$ cat config.mk
export PLATFORM = sky130hd
export DESIGN_NAME = inport_buffer
export DESIGN_NICKNAME = d
export VERILOG_FILES = /design/src/rtl/inport_buffer.sv
export SDC_FILE = /design/constraint.sdc
export NUM_CORES = 1
export LEC_CHECK = 0
export ABC_AREA = 1
export CELL_PAD_IN_SITES_DETAIL_PLACEMENT = 0
export CELL_PAD_IN_SITES_GLOBAL_PLACEMENT = 2
export CORE_MARGIN = 1
export CORE_UTILIZATION = 35
export CTS_BUF_LIST = sky130_fd_sc_hd__clkbuf_8 sky130_fd_sc_hd__clkbuf_16
export DETAILED_ROUTE_END_ITERATION = 12
export PLACE_DENSITY_LB_ADDON = 0.1
export SYNTH_ARGS = -nofsm -noshare
export SYNTH_HDL_FRONTEND = slang
export SYNTH_SLANG_ARGS = --single-unit
$ cat constraint.sdc
create_clock -name clk -period 3.7 [get_ports clk]
set_input_delay 0.74 -clock clk [delete_from_list [all_inputs] [get_ports clk]]
set_output_delay 0.74 -clock clk [all_outputs]
set_load 0.005 [all_outputs]
$ cat src/rtl/inport_buffer.sv
// inport_buffer: router input port FIFO with first-word fall-through head, XY route label and back-pressure.
// Optional flit counter output enabled by defining INPORT_STATS_EN.
module inport_buffer #(
  parameter int DEPTH     = 4,
  parameter int WIDTH     = 2,
  parameter int DATASIZE  = 30,
  parameter int router_ID = 6
) (
  input  logic                clk,
  input  logic                rst_n,
  input  logic [DATASIZE-1:0] data_in,
  input  logic                valid_in,
  output logic                full,
  output logic [DATASIZE-1:0] data_out,
  output logic [4:0]          label,
  input  logic                ready,
  output logic                overflow
`ifdef INPORT_STATS_EN
  ,
  output logic [15:0]         flit_cnt
`endif
);
  localparam logic [WIDTH:0] DEPTH_C = (WIDTH+1)'(DEPTH);
  localparam logic [1:0] X = 2'(router_ID);
  localparam logic [1:0] Y = 2'(router_ID >> 2);
  logic [DATASIZE-1:0] ram [DEPTH];
  logic [WIDTH-1:0] wr_ptr_q, wr_ptr_d, rd_ptr_q, rd_ptr_d;
  logic [WIDTH:0] count_q, count_d;
  logic full_q, full_d, overflow_q, overflow_d, push, pop;
  logic [3:0] dest;
  always_comb begin
    push       = valid_in && count_q != DEPTH_C;
    pop        = ready && count_q != '0;
    wr_ptr_d   = wr_ptr_q + WIDTH'(push);
    rd_ptr_d   = rd_ptr_q + WIDTH'(pop);
    count_d    = count_q + (WIDTH+1)'(push) - (WIDTH+1)'(pop);
    // one spare slot covers the flit already in the upstream output register
    full_d     = count_d >= DEPTH_C - 1'b1;
    overflow_d = overflow_q || (valid_in && count_q == DEPTH_C);
    data_out   = count_q != '0 ? ram[rd_ptr_q] : '0;
    dest       = data_out[DATASIZE-1 -: 4];
    label      = count_q == '0  ? 5'b00000 :
                 dest[1:0] > X ? 5'b01000 :
                 dest[1:0] < X ? 5'b00010 :
                 dest[3:2] > Y ? 5'b10000 :
                 dest[3:2] < Y ? 5'b00100 : 5'b00001;
  end
  always_ff @(posedge clk or negedge rst_n) begin
    if (!rst_n) begin
      wr_ptr_q   <= '0;
      rd_ptr_q   <= '0;
      count_q    <= '0;
      full_q     <= 1'b0;
      overflow_q <= 1'b0;
    end else begin
      wr_ptr_q   <= wr_ptr_d;
      rd_ptr_q   <= rd_ptr_d;
      count_q    <= count_d;
      full_q     <= full_d;
      overflow_q <= overflow_d;
    end
  end
  always_ff @(posedge clk) begin
    if (push) ram[wr_ptr_q] <= data_in;
  end
  assign full     = full_q;
  assign overflow = overflow_q;
`ifdef INPORT_STATS_EN
  logic [15:0] flit_cnt_q, flit_cnt_d;
  always_comb flit_cnt_d = flit_cnt_q + 16'(push && flit_cnt_q != 16'hFFFF);
  always_ff @(posedge clk or negedge rst_n) begin
    if (!rst_n) flit_cnt_q <= '0;
    else flit_cnt_q <= flit_cnt_d;
  end
  assign flit_cnt = flit_cnt_q;
`endif
endmodule
==> results.txt <==
Buffers inserted to repair hold after CTS numbered 0. In the post-synthesis netlist, the biggest area contributors are edfxtp_1 (70%), nor2_1 (8.1%), dfrtp_1 (4.4%), o21ai_0 (3.8%), a21oi_1 (2.5%). When the netlist entered floorplanning its net count stood at about 450. The worst setup path is launched from a register. The maximum fanout along the worst path came out at 36. The number of failing hold endpoints at the final stage is 0. The relative contribution of sequential cells to total power is 0.364. The pin count of the biggest net entering global routing is 63.

Counting flops with a built-in enable in the synthesized netlist gives 120. The relative contribution of combinational cells to total power came out at 0.383. The number of nets in the layout is 530.

The floorplan step defined a core boundary enclosing 0.0145 mm^2. Dividing the detail-routed wire length by the instance count gives 16.3 um. The commonest cells after synthesis are edfxtp_1 (120), nor2_1 (112), o21ai_0 (39), nand2_1 (28), a21oi_1 (26).

The clock network latency to the later pin of the worst-skew pair is 0.40 ns. The number of DRC markers in iteration 0 came out at around 170. The detail route stage leaves a number of antenna-violating nets equal to 0.

The number of cells upsized or downsized after cts is 0. The count of warnings emitted by yosys came out at 0. The die width is between 100 and 150 um. After clock tree synthesis, the clock-pin slew on the worst setup and hold paths is ~0.050 ns.

The path class of the tightest hold or removal check is reg2reg. The switching power summed over all nets came out at 0.00185 W. The summed instance area of the synthesized netlist is 0.00517 mm^2. The flow ran to the end, and the final reports show no timing, DRC or antenna violations. In this run the worst setup path begins at rd_ptr_q[0]$_DFF_PN0_.

For this design the ratio of total power to cell area is between 800 and 900 mW/mm^2. The clock passes through at most 2 buffers. At the end of routability-driven placement, the weighted congestion stood at 0.714.

The worst setup timing slack at the placement stage is 0.710 ns. The total setup violations reported at the end of the flow came out at 0. In this run, synthesis produced a sequential element count of 129. The cell sitting at the root of the clock tree is a clkbuf_16. For this design the top-level I/O count stands at 71. The post-route setup TNS came out at 0 ns. The via count of the first global-routing pass came out at about 3200. The total clock buffers created by CTS is 17. The relative max-transition margin is 0.532.

The share of synthesized area in the top cell type comes to 0.697. The first TritonRoute pass finished after 4 iterations. The switching fraction of total power came out at 0.325. The placement row count came out at 44. The number of vias per cell after detailed routing is 4.73. For this configuration, the core starts out at a cell density of 0.357.

The pin slew with the least headroom to its limit is 0.701 ns. The clock tree skew after final layout is around 0.0075 ns. The total routed wirelength is 11.2 mm. The portion of the post-synthesis area used by sequential elements came out at 0.740. The share of final-layout standard cells stronger than drive strength 1 is 0.0931. The number of different library cells used by synthesis comes to 23. The filler cells instantiated in the layout total 1330. The number of antenna violations at the first check in global routing came out at 0. The cell leakage power came out at around 2.4 nW. The data arrival time of the worst path is 2.64 ns. The estimated wirelength of the detail-placed design is 6.37 mm. The start point of the worst min-delay path is overflow$_DFF_PN0_.

Of all cell types, the one taking the most synthesized area is edfxtp_1. Across the run, the number of max-cap violations was 0. The most frequent cell after synthesis is edfxtp_1. The height of the die came out at about 120 um. The overall via count from detail_route came out at 3262. The worst path in the final design needs a cycle of 3.38 ns, including I/O delays and setup. The port buffer count came out at 70. After detailed routing, the number of remaining DRC violations is 0. The required time at the endpoint of the critical path came out at 2.96 ns. The type of the worst setup path is reg2out. Static timing analysis puts the maximum clock frequency at 296 MHz. TritonCTS built the clock tree. The worst reg2reg path startpoint is count_q[1]$_DFF_PN0_.

Setup repair after global routing left no endpoint under its margin. The final count of pins violating max slew came to 0. The mean post-synth cell area is 12.4 um^2.

The number of H-tree levels came out at 4. The worst-case IR drop observed on VDD is 0.408 mV. The number of post-CTS setup repair buffers is 0.

In the synthesized netlist the dominant register cell turns out to be edfxtp_1. The gate count after technology mapping came out at 417. The clock sink total came out at approximately 130. The full die area is 0.0153 mm^2.

0 antenna diodes ended up in the layout. The worst-case setup margin in the final layout came out at 0.322 ns. Internal power comes to between 0.003 and 0.004 W. The part of the cycle the worst path needs is 0.913. The global-route wire length before repair came out at between 15 and 20 mm. The total global routing track utilization is 0.162. The fraction of synthesis flops using an asynchronous set or reset pin is 0.0698. STA classifies the critical path endpoint as an output port.

Compared with the post-synthesis result, the final layout area differs by 27.6%. After global routing the overflow that remains totals 0. The part of the total power dissipated in the clock network came out at 0.253.
[layout by cell type, fill, tap and decap left out, drive strengths merged]
| cell type | n |
|---|---|
| o21bai | 1 |
| fa | 1 |
| o21ai | 53 |
| nor2 | 112 |
| edfxtp | 120 |
| buf | 9 |
| clkbuf | 17 |
| xor2 | 3 |
| inv | 22 |
| dfrtp | 9 |
| clkinv | 9 |
| ha | 2 |
| nand2 | 33 |
| a21oi | 26 |
| nand3 | 13 |
| nor3 | 4 |
| bufinv | 1 |
| clkdlybuf4s50 | 70 |
[layer usage]
metal | vias to the layer above | GRT usage | share of wire
li1 | 1604 | - | -
met1 | 1586 | 0.207 | 0.46
met2 | 60 | 0.261 | 0.49
met3 | 12 | 0.0429 | 0.036
met4 | 0 | 0.0678 | 0.012
met5 | - | 0 | 0
[worst paths after layout]
check                                   endpoint  slack [ns]  depth (start not counted)
max in group asynchronous  rd_ptr_q[0]$_DFF_PN0_        2.71                          1
max                                 data_out[21]        0.32                          6
min in group asynchronous     overflow$_DFF_PN0_        0.65                          1
min reg2reg                   overflow$_DFF_PN0_        0.48                          1
max reg2reg                       full$_DFF_PN0_        1.60                         12
min                           overflow$_DFF_PN0_        0.48                          1
[power by group through the flow]
| stage | Clock [W] | Sequential (W) | Combinational (W) |
|---|---|---|---|
| finish | 0.00144 | 0.00207 | 0.00218 |
| global route | 0.00155 | 0.00210 | 0.00245 |
| CTS | 0.00147 | 0.00207 | 0.00225 |
| detailed placement | 0 | 0.00210 | 0.00223 |
| global placement | 0 | 0.00209 | 0.00224 |
| floorplan | 0 | 0.00206 | 0.00122 |
[final cells by class]
cell class,count,area (um^2),area share
flip-flops and latches,129,3830,0.581
multi-input cells,248,1150,0.174
repair buffers,79,806,0.122
clock buffers,17,425,0.0645
well taps,184,230,0.0349
clock inverters,14,85.1,0.0129
inverters,18,70.1,0.0106
[through the flow]
| stage | hold WS (ns) | instance area [um^2] | total power, W | utilization | std cells |
|---|---|---|---|---|---|
| 5_1_grt | 0.513 | 6600 | 0.00611 | 0.456 | 689 |
| 3_3_place_gp | 0.464 | 6090 | 0.00433 | 0.420 | 658 |
| 6_report | 0.483 | 6600 | 0.00569 | 0.456 | 689 |
| 4_1_cts | 0.486 | 6600 | 0.00579 | 0.456 | 689 |
| 3_5_place_dp | 0.473 | 6090 | 0.00433 | 0.420 | 658 |
| 2_1_floorplan | 0.444 | 5170 | 0.00328 | - | 417 |
[state kept, by name, summed over array words and instances (netlist names)]
signal    cells
overflow      1
rd_ptr_q      2
full          1
count_q       3
wr_ptr_q      2
ram         120
[worst max-delay path, stage by stage (launching register included)]
cell             delay [ns]
dfrtp_2                0.70
buf_4                  0.47
nor2_1                 0.10
nor2_1                 0.11
o21ai_1                0.08
a21oi_1                0.23
clkdlybuf4s50_1        0.54
[cells by family (layout without fill, tap and decap cells)]
group	after synthesis	count (layout)	synth area share
compound gates	80	80	0.0779
simple gates	162	162	0.127
xor+xnor	3	3	0.00508
fa+ha+maj	3	3	0.00871
buf+inv	40	128	0.0409
flops	129	129	0.740
(Power assumes the default switching activity.)
